--- src/rtl/count_pwm_3bit_if.sv ---
// Duty-update handshake between a duty source and count_pwm_3bit.
// Latency: none, wires only.
// Backpressure: duty_ready low means the consumer's one-entry buffer is full.
//
// Ports (signals):
//   duty_in    : requested duty in counts per period, 0..2^CNT_W (wider values clamp)
//   duty_valid : duty_in is offered this cycle
//   duty_ready : consumer can take a duty value this cycle
interface count_pwm_3bit_if #(
   parameter int CNT_W = 3
);
   logic [CNT_W:0] duty_in;
   logic           duty_valid;
   logic           duty_ready;

   modport master (
      output duty_in,
      output duty_valid,
      input  duty_ready
   );

   modport slave (
      input  duty_in,
      input  duty_valid,
      output duty_ready
   );
endinterface

--- src/rtl/count_pwm_3bit.sv ---
// PWM generator slaved to an upstream free-running counter, with glitch-free duty update at wrap.
// Latency: count -> pwm_out / wrap_pulse is 1 cycle; an accepted duty takes effect at the next MAX->0 wrap.
// Backpressure: duty_ready drops while a duty value waits in the one-entry buffer for the next wrap.
//
// Ports:
//   clk         : rising-edge clock
//   reset       : asynchronous active-low reset
//   count       : upstream counter value, sampled each edge
//   duty        : duty handshake (slave side), duty_in / duty_valid / duty_ready
//   pwm_out     : registered (count < effective duty)
//   wrap_pulse  : one-cycle pulse after each observed MAX->0 transition
//   duty_active : duty value currently in effect
//   err_skip    : sticky, set when count jumps by anything other than 0 or +1
module count_pwm_3bit #(
   parameter int CNT_W = 3
) (
   input  logic             clk,
   input  logic             reset,
   input  logic [CNT_W-1:0] count,
   count_pwm_3bit_if.slave  duty,
   output logic             pwm_out,
   output logic             wrap_pulse,
   output logic [CNT_W:0]   duty_active,
   output logic             err_skip
);

   localparam logic [CNT_W-1:0] MAX  = '1;
   localparam logic [CNT_W:0]   FULL = {1'b1, {CNT_W{1'b0}}};

   logic [CNT_W-1:0] prev;
   logic             prev_v;
   logic [CNT_W:0]   pend;
   logic             pend_v;

   logic             wrap_evt;
   logic             xfer;
   logic             err_evt;
   logic [CNT_W-1:0] prev_inc;
   logic [CNT_W:0]   duty_clamped;
   logic [CNT_W:0]   duty_eff;

   // prev_v gates both wrap and skip detection so the first sample after
   // reset is never compared against the reset value of prev.
   assign wrap_evt = prev_v && (prev == MAX) && (count == '0);

   // Held in its own CNT_W-bit net so MAX+1 wraps to 0.
   assign prev_inc = prev + 1'b1;
   assign err_evt  = prev_v && (count != prev) && (count != prev_inc);

   assign duty.duty_ready = !pend_v;
   assign xfer            = duty.duty_valid && !pend_v;
   assign duty_clamped    = (duty.duty_in > FULL) ? FULL : duty.duty_in;

   // On the wrap edge the pending value must already govern the new period's
   // first pwm sample, so bypass duty_active for that one edge.
   assign duty_eff = (wrap_evt && pend_v) ? pend : duty_active;

   always_ff @(posedge clk or negedge reset) begin
      if (!reset) begin
         prev        <= '0;
         prev_v      <= 1'b0;
         pend        <= '0;
         pend_v      <= 1'b0;
         duty_active <= '0;
         pwm_out     <= 1'b0;
         wrap_pulse  <= 1'b0;
         err_skip    <= 1'b0;
      end else begin
         prev       <= count;
         prev_v     <= 1'b1;
         wrap_pulse <= wrap_evt;
         pwm_out    <= ({1'b0, count} < duty_eff);

         if (wrap_evt && pend_v) begin
            duty_active <= pend;
         end

         // A transfer only happens with the buffer empty, so it never races
         // the wrap-time drain; a transfer on a wrap edge waits a full period.
         if (xfer) begin
            pend   <= duty_clamped;
            pend_v <= 1'b1;
         end else if (wrap_evt && pend_v) begin
            pend_v <= 1'b0;
         end

         if (err_evt) begin
            err_skip <= 1'b1;
         end
      end
   end

endmodule

--- src/flat_wrapper.sv ---
// flat-port wrapper written by rule: the top's interface ports become plain ports
module count_pwm_3bit_flat 
#(
   parameter int CNT_W = 3
)
  (clk, reset, count, pwm_out, wrap_pulse, duty_active, err_skip, duty_duty_in, duty_duty_valid, duty_duty_ready);
  count_pwm_3bit_if #(.CNT_W(CNT_W)) duty_i ();
  input  logic clk;
  input  logic reset;
  input  logic [CNT_W-1:0] count;
  output logic pwm_out;
  output logic wrap_pulse;
  output logic [CNT_W:0] duty_active;
  output logic err_skip;
  input wire logic [$bits(duty_i.duty_in)-1:0] duty_duty_in;
  input wire logic [$bits(duty_i.duty_valid)-1:0] duty_duty_valid;
  output wire logic [$bits(duty_i.duty_ready)-1:0] duty_duty_ready;
  assign duty_i.duty_in = duty_duty_in;
  assign duty_i.duty_valid = duty_duty_valid;
  assign duty_duty_ready = duty_i.duty_ready;
  count_pwm_3bit #(.CNT_W(CNT_W)) u_core (.clk(clk), .reset(reset), .count(count), .duty(duty_i), .pwm_out(pwm_out), .wrap_pulse(wrap_pulse), .duty_active(duty_active), .err_skip(err_skip));
endmodule
--- config.mk ---
export PLATFORM = sky130hd
export DESIGN_NAME = count_pwm_3bit_flat
export DESIGN_NICKNAME = d
export VERILOG_FILES = /design/src/rtl/count_pwm_3bit_if.sv /design/src/rtl/count_pwm_3bit.sv /design/src/flat_wrapper.sv
export SDC_FILE = /design/constraint.sdc
export NUM_CORES = 1
export LEC_CHECK = 0
export ABC_AREA = 1
export CAP_MARGIN = 0
export CORE_MARGIN = 2
export CORE_UTILIZATION = 48
export DETAILED_ROUTE_END_ITERATION = 16
export HOLD_SLACK_MARGIN = 0.06
export MAX_ROUTING_LAYER = met4
export PLACE_DENSITY_LB_ADDON = 0.05
export SLEW_MARGIN = 5
export SYNTH_ARGS = -nofsm -noshare
export SYNTH_HDL_FRONTEND = slang
export SYNTH_SLANG_ARGS = --single-unit
--- constraint.sdc ---
create_clock -name clk -period 4.6 [get_ports clk]
set_input_delay 0.92 -clock clk [delete_from_list [all_inputs] [get_ports clk]]
set_output_delay 0.92 -clock clk [all_outputs]
set_load 0.02 [all_outputs]
## Word level (Yosys, flattened, before mapping)

Index checks and enable logic that the tools add are counted.

| storage, ports and cells | value |
|---|---|
| flip-flop bits (word level) | 16 |
| output and inout bits | 8 |
| logic and storage cells | 27 |

| operators by class | value |
|---|---|
| add/subtract/negate cells | 1 |
| magnitude comparators | 2 |
| equality and inequality tests | 3 |
| muxes and demuxes | 4 |
| reduce and logical (&&, ||, !) cells | 9 |

Operators with widths:

| kind | count |
|---|---|
| 4-bit 2-to-1 mux | 2 |
| 1-bit logical AND | 6 |
| 3-bit != test | 2 |
| 4-bit > comparator, second input constant | 1 |
| 3-bit by 4-bit less-than comparator with 1-bit output | 1 |
| 3-bit by 1-bit adder with 3-bit output, second input constant | 1 |
| 3-bit equality test, second input constant | 1 |
| 3-bit logical NOT | 1 |
| 1-bit 2-to-1 mux | 2 |
| 2-bit nonzero test | 1 |
| 1-bit logical NOT | 1 |

## Logic depth before layout (Yosys ltp)

| depth | value |
|---|---|
| word-level depth | 6 |
| depth in mapped cells | 12 |

## Worst setup path after synthesis

Ideal clock, no wire load.

| path | value |
|---|---|
| path kind | input -> register |
| start | input port count[1] |
| end | register u_core.pwm_out |
| library setup time | 0.120 ns |
| arrival | 1.887 ns |
| data required time | 4.480 ns |
| path slack | 2.593 ns |
| stages on the path | 11 |
| path through | inv_2 nand2_2 nor2_4 nand3_4 inv_1 or2_1 o21ai_2 ha_1 inv_1 nor2_2 a21oi_2 |

| on the way | value |
|---|---|
| word-level cells in the longest chain between the ends | 5 |

Ends and longest elaborated chain:

| what | RTL line | text |
|---|---|---|
| start: declaration | flat_wrapper.sv:10 | `input logic [CNT_W-1:0] count;` |
| 3-bit logical NOT | count_pwm_3bit.sv:44 | `assign wrap_evt = prev_v && (prev == MAX) && (count == '0);` |
| 1-bit logical AND | count_pwm_3bit.sv:44 |  |
| 1-bit logical AND | count_pwm_3bit.sv:56 | `assign duty_eff = (wrap_evt && pend_v) ? pend : duty_active;` |
| 4-bit 2-to-1 mux | count_pwm_3bit.sv:56 |  |
| 3-bit by 4-bit less-than comparator with 1-bit output (*) | count_pwm_3bit.sv:72 | `pwm_out <= ({1'b0, count} < duty_eff);` |
| end signal: assignment | count_pwm_3bit.sv:72 |  |
| end: declaration | count_pwm_3bit.sv:21 | `output logic pwm_out,` |

Mark *: on every way between the ends. The rest lies on a longest branch, timed or not.
A chain may end at the register's enable or synchronous reset.

## Worst setup path in the final report

Ends and elaborated chain as after synthesis.

==> results_dict.tcl <==
set metrics [dict create \
    syn_area_um2 758 \
    r2r_slack_ns 2.70 \
    grt_pass1_wl_um 1970 \
    tns_ns 0 \
    p_leak_nw 0.470 \
    regToRegEndpoint "u_core.pwm_out" \
    core-area_um2 1490 \
    cts_setup_buffers 0 \
    grt_util_met2 0.224 \
    tightest_slew_ns 0.718 \
    crit_type "input port to flip-flop" \
    final_util 0.652 \
    cts_max_level 1 \
    grt_pass1_vias 475 \
    combinationalPowerShare 0.313 \
    cts_buffers 3 \
    post-route-period-util 0.518 \
    critPathMostFrequentCell "inv_1" \
    synthFlopType "dfrtp_1" \
    rsz0062_at_grt "false" \
    r2r_start "u_core.prev[0]" \
    globalRouteOverflowTotal 0 \
    crit_chain "clkdlybuf4s50_1 -> inv_2 -> nand2_2 -> nor2_4 -> nand3_4 -> inv_1 -> or2_1 -> o21ai_2 -> ha_1 -> inv_1 -> nor2_2 -> a21oi_2" \
    worst-path-stages 12 \
    reg2reg_depth 12 \
    hpwl_um 920 \
    holdBufCountCts 0 \
    period_minus_slack_ns 2.38 \
    switching_share 0.312 \
    min_from "u_core.err_skip" \
    yosysWarnings 0 \
    crit_buf_inv 4 \
    dr_total_vias 516 \
    holdPathStages 1 \
    placementRows 14 \
    power_switching_mw 0.117 \
    async_reset_ff_frac 1.00 \
    n_antenna_cell 0 \
    crit_arrival_ns 2.60 \
    die_y_um 43.7 \
    busiest_layer "met2" \
    gp_congestion 0.684 \
    finClkSkew_ns 0.00195 \
    synth_top_cells_by_area "dfrtp_1 (53%), inv_1 (7.4%), ha_1 (6.6%)" \
    die_x_um 43.7 \
    drtIter0Drc 2 \
    synth.largest_area_cell "dfrtp_1" \
    antenna_found_initial 0 \
    synth.ff_latch_count 16 \
    status "finished clean" \
    grt_max_degree 17 \
    drt_pre_antenna_iters 4 \
    hold_path_class "flip-flop to flip-flop" \
    layout-drive-gt1-share 0.151 \
    yosysTopAreaCellShare 0.528 \
    route.detailed.wl_per_inst_um 10.7 \
    slowest_stage "clkdlybuf4s50_1" \
    cts_tree "done" \
    clock_path_buffers 2 \
    cp.required_ns 4.82 \
    ys_seq_area_frac 0.528 \
    synth_nets 87 \
    syn_avg_cell_area_um2 10.4 \
    setup_violations 0 \
    pin_count 18 \
    seqCellArea_um2 400 \
    cp-end-kind "flip-flop" \
    relSlewSlack 0.520 \
    cts_root_buf "clkbuf_4" \
    whs_endpoint "u_core.err_skip" \
    portBuffers 17 \
    fmax_mhz 419 \
    slew_viol_final 0 \
    cap_violations 0 \
    initial_core_util 0.509 \
    p_per_area_nw_per_um2 387 \
    ir_drop_v 0.000253 \
    mostFrequentLayoutCells "clkdlybuf4s50_1 (17), dfrtp_1 (16), inv_1 (15)" \
    antenna_left 0 \
    internal-power_mw 0.258 \
    worstPathMaxFanout 6 \
    routed_wl_um 1160 \
    drc 0 \
    clk_latency_ns 0.28 \
    path_clk_slew_ns 0.08 \
    multi_input_area_um2 298 \
    cts.sinks 16 \
    pwr-share-seq 0.499 \
    vias_per_cell 4.73 \
    synth_cell_types 24 \
    use_met1 0.188 \
    layout_commonest_cell "clkdlybuf4s50_1" \
    grt_use_total 0.149 \
    nFillCells 133 \
    path_delay_family "buffers and inverters" \
    met3_usage 0.0250 \
    final_nets 109 \
    cts_resized 0 \
    synth_enable_flop_cells 0 \
    max_stage_delay_ns 0.60 \
    synthCells 73 \
    timing_hold_violations_final 0 \
    worst_setup_path_start_kind "input port" \
    clockPowerShare 0.188 \
    die-area_um2 1910 \
    area_growth_pct 28.1 \
]
==> Yosys cell counts (2+ instances only) <==
library cell	instances
a22o_1	2
dfrtp_1	16
ha_1	4
inv_1	15
nand2_1	6
nand3_1	2
nor2_1	3
nor2_2	2
o21ai_0	2
o21ai_2	3
or2_1	2
xnor2_1	4
==> state kept, by name, summed over array words and instances (netlist names) <==
signal	count
u_core.duty_active	4
u_core.err_skip	1
u_core.pend	4
u_core.pend_v	1
u_core.prev	3
u_core.prev_v	1
u_core.pwm_out	1
u_core.wrap_pulse	1
==> stage by stage <==
step                power, mW  setup slack (ns)  instance area, µm²  hold WS, ns  cells
global placement        0.306              1.93                 948        0.451    106
CTS                     0.381              2.21                 971        0.481    109
global route            0.401              2.09                 971        0.510    109
floorplan               0.259              2.59                 758        0.475     73
finish                  0.375              2.22                 971        0.475    109
detailed placement      0.309              1.91                 948        0.461    106
==> how the worst max path moves through the flow <==
stage              from  slack, ns        endpoint
2_1_floorplan  count[1]       2.59  u_core.pwm_out
3_3_place_gp   count[1]       1.93  u_core.pwm_out
3_5_place_dp   count[1]       1.91  u_core.pwm_out
4_1_cts        count[1]       2.21  u_core.pwm_out
5_1_grt        count[1]       2.09  u_core.pwm_out
6_report       count[1]       2.22  u_core.pwm_out
==> power groups by stage <==
stage / combinational, mW / clock, mW / sequential, mW
CTS: 0.120 / 0.0737 / 0.188
detailed placement: 0.119 / 0 / 0.190
global placement: 0.116 / 0 / 0.189
global route: 0.131 / 0.0785 / 0.192
finish: 0.118 / 0.0705 / 0.187
floorplan: 0.0588 / 0 / 0.200
==> kinds of logic after synthesis <==
group | count (synthesis) | share of synthesized area
AO/OA/AOI/OAI | 10 | 0.101
XOR/XNOR | 5 | 0.0578
adder cells (fa/ha/maj) | 4 | 0.0660
buffers and inverters | 16 | 0.0792
flip-flops | 16 | 0.528
other | 1 | 0.00495
AND/OR/NAND/NOR | 21 | 0.163
==> final cells by class <==
type,instances,area share
clock buffer,3,0.0232
timing repair buffer,17,0.175
tap,16,0.0206
inverter,16,0.0619
sequential,16,0.412
multi-input combinational,41,0.307
==> worst reg2reg max path: stages, from the launching register on <==
cell	delay, ns
dfrtp_1	0.40
ha_1	0.21
ha_1	0.18
inv_1	0.06
nor2_2	0.06
nand3_4	0.13
inv_1	0.06
or2_1	0.22
o21ai_2	0.07
ha_1	0.24
inv_1	0.06
nor2_2	0.04
a21oi_2	0.12
==> metal layers <==
metal,up-vias,routed length (µm),part of all wire
li1,265,-,-
met1,233,520,0.45
met2,14,558,0.48
met3,4,69,0.059
met4,0,15,0.013
met5,-,0,0
No activity file was read; power rests on OpenSTA's default activity.
